**src/rtl/chunked_serial_adder_pkg.sv**
```systemverilog
// chunked_serial_adder_pkg: FSM encodings and index sizing shared by the chunked adder
package chunked_serial_adder_pkg;
  localparam logic [1:0] S_IDLE = 2'd0;
  localparam logic [1:0] S_RUN  = 2'd1;
  localparam logic [1:0] S_DONE = 2'd2;
  function automatic int idx_w(input int n);
    return (n > 1) ? $clog2(n) : 1;
  endfunction
endpackage

```
**src/rtl/chunked_serial_adder_ripple_chunk.sv**
```systemverilog
// chunked_serial_adder_ripple_chunk: N-bit combinational ripple slice exposing the carry into its MSB
module chunked_serial_adder_ripple_chunk #(
  parameter int N = 8
) (
  input  logic [N-1:0] i_a,
  input  logic [N-1:0] i_b,
  input  logic         i_ci,
  output logic [N-1:0] o_s,
  output logic         o_co,
  output logic         o_c_msb
);
  logic [N:0] w_c;
  assign w_c[0] = i_ci;
  for (genvar i = 0; i < N; i++) begin : g_bit
    assign o_s[i]   = i_a[i] ^ i_b[i] ^ w_c[i];
    assign w_c[i+1] = (i_a[i] & i_b[i]) | (w_c[i] & (i_a[i] ^ i_b[i]));
  end
  assign o_co    = w_c[N];
  assign o_c_msb = w_c[N-1];
endmodule

```
**src/rtl/chunked_serial_adder.sv**
```systemverilog
// chunked_serial_adder: valid/ready add/subtract that time-shares one CHUNK-bit ripple slice
module chunked_serial_adder
  import chunked_serial_adder_pkg::*;
#(
  parameter int WIDTH = 32,
  parameter int CHUNK = 8
) (
  input  logic             i_clk,
  input  logic             i_rst_n,
  input  logic             i_in_valid,
  output logic             o_in_ready,
  input  logic [WIDTH-1:0] i_a,
  input  logic [WIDTH-1:0] i_b,
  input  logic             i_cin,
  input  logic             i_sub,
  output logic             o_out_valid,
  input  logic             i_out_ready,
  output logic [WIDTH-1:0] o_sum,
  output logic             o_cout,
  output logic             o_ovf
);
  localparam int NCHUNK = WIDTH / CHUNK;
  localparam int IW = idx_w(NCHUNK);
  if ((WIDTH % CHUNK) != 0 || CHUNK < 1) begin : g_chk
    $error("WIDTH must be a positive multiple of CHUNK");
  end
  logic [1:0]       r_state, w_next;
  logic [WIDTH-1:0] r_a, r_b, r_sum;
  logic             r_carry, r_cout, r_ovf;
  logic [IW-1:0]    r_idx;
  logic [CHUNK-1:0] w_ca, w_cb, w_s;
  logic             w_co, w_cmsb, w_acc, w_last;
  always_ff @(posedge i_clk) begin
    if (!i_rst_n) r_state <= S_IDLE;
    else r_state <= w_next;
  end
  always_comb begin
    w_next = (r_state == S_IDLE && w_acc) ? S_RUN :
             (r_state == S_RUN && w_last) ? S_DONE :
             (r_state == S_DONE && i_out_ready) ? S_IDLE : r_state;
  end
  always_comb begin
    o_in_ready  = (r_state == S_IDLE) && i_rst_n;
    o_out_valid = (r_state == S_DONE);
  end
  // Operand chunk currently fed to the shared slice
  always_comb begin
    w_acc  = i_in_valid && o_in_ready;
    w_last = (r_idx == IW'(NCHUNK - 1));
    w_ca   = '0;
    w_cb   = '0;
    for (int c = 0; c < NCHUNK; c++) begin
      if (r_idx == IW'(c)) begin
        w_ca = r_a[c*CHUNK +: CHUNK];
        w_cb = r_b[c*CHUNK +: CHUNK];
      end
    end
  end
  chunked_serial_adder_ripple_chunk #(.N(CHUNK)) u_slice (
    .i_a    (w_ca),
    .i_b    (w_cb),
    .i_ci   (r_carry),
    .o_s    (w_s),
    .o_co   (w_co),
    .o_c_msb(w_cmsb)
  );
  // B is stored pre-inverted and the carry pre-seeded so RUN is a plain add
  always_ff @(posedge i_clk) begin
    if (!i_rst_n) begin
      r_a     <= '0;
      r_b     <= '0;
      r_sum   <= '0;
      r_carry <= 1'b0;
      r_cout  <= 1'b0;
      r_ovf   <= 1'b0;
      r_idx   <= '0;
    end else if (w_acc) begin
      r_a     <= i_a;
      r_b     <= i_sub ? ~i_b : i_b;
      r_carry <= i_cin ^ i_sub;
      r_idx   <= '0;
    end else if (r_state == S_RUN) begin
      for (int c = 0; c < NCHUNK; c++) begin
        if (r_idx == IW'(c)) r_sum[c*CHUNK +: CHUNK] <= w_s;
      end
      r_carry <= w_co;
      r_idx   <= w_last ? '0 : r_idx + 1'b1;
      if (w_last) begin
        r_cout <= w_co;
        r_ovf  <= w_co ^ w_cmsb;
      end
    end
  end
  assign o_sum  = r_sum;
  assign o_cout = r_cout;
  assign o_ovf  = r_ovf;
endmodule

```
**config.mk**
```make
export PLATFORM = sky130hd
export DESIGN_NAME = chunked_serial_adder
export DESIGN_NICKNAME = d
export VERILOG_FILES = /design/src/rtl/chunked_serial_adder_pkg.sv /design/src/rtl/chunked_serial_adder_ripple_chunk.sv /design/src/rtl/chunked_serial_adder.sv
export SDC_FILE = /design/constraint.sdc
export NUM_CORES = 1
export LEC_CHECK = 0
export CORE_AREA = 2 2 132 134
export DETAILED_ROUTE_END_ITERATION = 7
export DIE_AREA = 0 0 134 136
export DONT_BUFFER_PORTS = 1
export GPL_TIMING_DRIVEN = 1
export PLACE_DENSITY_LB_ADDON = 0.08
export SYNTH_ARGS = -nofsm -noshare
export SYNTH_HDL_FRONTEND = slang
export SYNTH_HIERARCHICAL = 1
export SYNTH_SLANG_ARGS = --single-unit
export TNS_END_PERCENT = 30
```
**constraint.sdc**
```tcl
create_clock -name i_clk -period 15.1 [get_ports i_clk]
set_clock_uncertainty 0.05 [all_clocks]
set_input_delay 3.775 -clock i_clk [delete_from_list [all_inputs] [get_ports i_clk]]
set_output_delay 3.775 -clock i_clk [all_outputs]
set_load 0.05 [all_outputs]
```
==> impl_metrics.tcl <==
set metrics [dict create \
    status "finished, final reports clean" \
    grt_max_degree 107 \
    ant_nets 0 \
    stdcell_count 758 \
    synthFlopType "dfxtp_1" \
    finalMaxSlewViolations 0 \
    wl_per_cell_um 17.2 \
    grt_pass1_vias 3582 \
    critPathCapture "o_in_ready" \
    place_area_um2 5030 \
    overflow 0 \
    cp_data_required_time_ns 11.28 \
    syn_inst 561 \
    relSlewSlack_pct 38.1 \
    routed_wl_mm 13.0 \
    ys_warn_count 6 \
    port_buffers 0 \
    crit_fanout 106 \
    cts_tree "done" \
    cellLeakagePower_uw 0.00212 \
    post_cts_buffers 0 \
    die_y_um 136 \
    hold_buffers 0 \
    num_io_pins 106 \
    placedCellCount 742 \
    drc 0 \
    syn_to_final_growth_pct 7.50 \
    finalHoldViolCount 0 \
    path_delay_family "simple AND/OR/NAND/NOR gates" \
    async_reset_ff_share_pct 0 \
    synth_area_leader_cell "dfxtp_1" \
    worst-path-buf-inv 0 \
    clk_path_buf_depth 2 \
    start_util_pct 29.5 \
    reg2reg_depth 19 \
    layout_common_cells "nand2_1 (155), dfxtp_1 (103), a21boi_0 (37)" \
    first_pass_iters 5 \
    cp.depth 1 \
    grt_pass1_wl_mm 20.2 \
    critPathKind "input port to primary output" \
    fin_setup_tns_ns 0 \
    dp_slack_ns 6.82 \
    fin_crit_ns 8.27 \
    startpoint_type "input port" \
    hold_start "r_a[7]" \
    hp-class "register to register" \
    reg2reg_to "o_sum[23]" \
    ys_seq_area_share_pct 41.5 \
    cts_max_level 3 \
    dp_hpwl_mm 9.07 \
    cts-root-buf "clkbuf_16" \
    fin_nets 610 \
    setup_viol 0 \
    die_x_um 134 \
    crit_start "i_rst_n" \
    cellPowerDensity_nw_per_um2 115 \
    fp-row-count 48 \
    max_stage_delay_ns 0.66 \
    diodes 0 \
    crit_path_end_kind "primary output" \
    fp.coreArea_um2 16900 \
    synth-seq-cells 103 \
    gp_congestion 0.737 \
    syn_nets 643 \
    tightestPinTransition_ns 0.927 \
    ctsResizeCount 0 \
    yosysUniqueCellTypes 35 \
    fin_ws_ns 6.83 \
    clkTransAtPathRegs_ns 0.07 \
    synth-edff-count 0 \
    fmax_ghz 0.121 \
    crit_arrival_ns 4.45 \
    finalInstanceArea_um2 5350 \
    grt_setup_unrepaired "no" \
    final_common_cell "nand2_1" \
    drtIter0Drc 200 \
    maxCapViolations 0 \
    rrSetupSlack_ns 9.90 \
    ir_worst_vdd_mv 0.0554 \
    die_area_um2 18200 \
    viasPerCell 4.84 \
    num_vias 3665 \
    crit_chain "nor3b_2" \
    yosysTopAreaCellShare_pct 41.5 \
    drive_gt1_share_pct 4.88 \
    synth_area_leaders "dfxtp_1 (41%), nand2_1 (12%), o211a_1 (6.6%), xnor2_1 (5.8%), a21boi_0 (5.6%)" \
    critPathSlowestCell "nor3b_2" \
    avgSynthCellArea_um2 8.87 \
    antenna_found_initial 0 \
    clk_latency_ns 0.35 \
    cts_buffers 9 \
    grtUsageTotal_pct 14.6 \
    worstReg2RegStart "r_idx[0]" \
    syn_area_um2 4970 \
    cts.sinks 103 \
    timing.final.crit_share_pct 54.8 \
]
[power breakdown]
| group | total [uW] | internal [uW] | switching, uW |
|---|---|---|---|
| sequential | 296 | 284 | 11.7 |
| clock | 252 | 146 | 106 |
| combinational | 66.0 | 28.0 | 38.0 |
| total | 613 | 458 | 155 |
[registers in the layout, indices dropped and copies added, names as in the netlist]
name	cells
o_cout	1
o_ovf	1
o_sum	32
r_a	32
r_b	32
r_carry	1
r_idx	2
r_state	2
[worst reg2reg max path, cell delays in order, from the launching register on]
cell	delay, ns
dfxtp_1	0.42
inv_1	0.09
ha_1	0.36
nor2b_4	0.27
a221oi_1	0.36
o31ai_1	0.16
fa_1	0.44
inv_1	0.08
fa_1	0.15
inv_1	0.05
fa_1	0.40
fa_1	0.40
fa_1	0.40
fa_1	0.36
inv_1	0.07
fa_1	0.16
inv_1	0.06
fa_1	0.60
nand3_1	0.10
a21boi_0	0.15
[layout make-up]
type                            count  area (um2)
Fill cell                        1836       11500
Multi-Input combinational cell    396        2600
Sequential cell                   103        2060
Tap cell                          225         282
Clock buffer                       11         233
Clock inverter                      5        81.3
Timing Repair Buffer                6        45.0
Inverter                           12        45.0
[kinds of logic after synthesis]
family,count (synthesis),share of synthesized area (%)
and+or+nand+nor,211,18.7
AOI/OAI and AO/OA,138,22.9
DFF,103,41.5
buffers and inverters,62,6.47
xor gates and xnor gates,34,5.99
adders and majority gates,12,4.23
muxes,1,0.201
[cells in the mapped netlist, types with 3 or more instances]
cell        n
dfxtp_1   103
clkbuf_4    3
nand3_1    24
fa_1        8
clkbuf_1   19
a21boi_1   29
buf_6       6
ha_1        4
a221oi_1   14
nand3b_1    3
a21boi_0   37
nand2_1   155
inv_1      12
xnor2_1    33
o31ai_1    16
nor2b_1    21
buf_2      19
o211a_1    33
[worst min-delay path by stage]
stage               depth (start not counted)  slack (ns)  endpoint
floorplan                                   2        0.38    r_a[0]
global placement                            2        0.39    r_a[8]
detailed placement                          2        0.40    r_a[7]
CTS                                         2        0.41    r_a[7]
global route                                2        0.43   r_a[11]
finish                                      2        0.41    r_a[7]
[metal layers]
layer	part of all wire, %	global-route usage (%)
met4	1.4	5.32
met2	48	24.1
met3	5.3	3.47
met1	45	18.7
met5	0	0
[per-stage QoR]
| stage | total power, uW | hold slack [ns] | utilization (%) |
|---|---|---|---|
| after floorplan | 357 | 0.385 | - |
| after global placement | 369 | 0.394 | 29.8 |
| after detailed placement | 369 | 0.399 | 29.8 |
| after CTS | 623 | 0.408 | 31.7 |
| after global routing | 642 | 0.426 | 31.7 |
| final | 613 | 0.408 | 31.7 |
No activity file was read; power rests on OpenSTA's default activity.
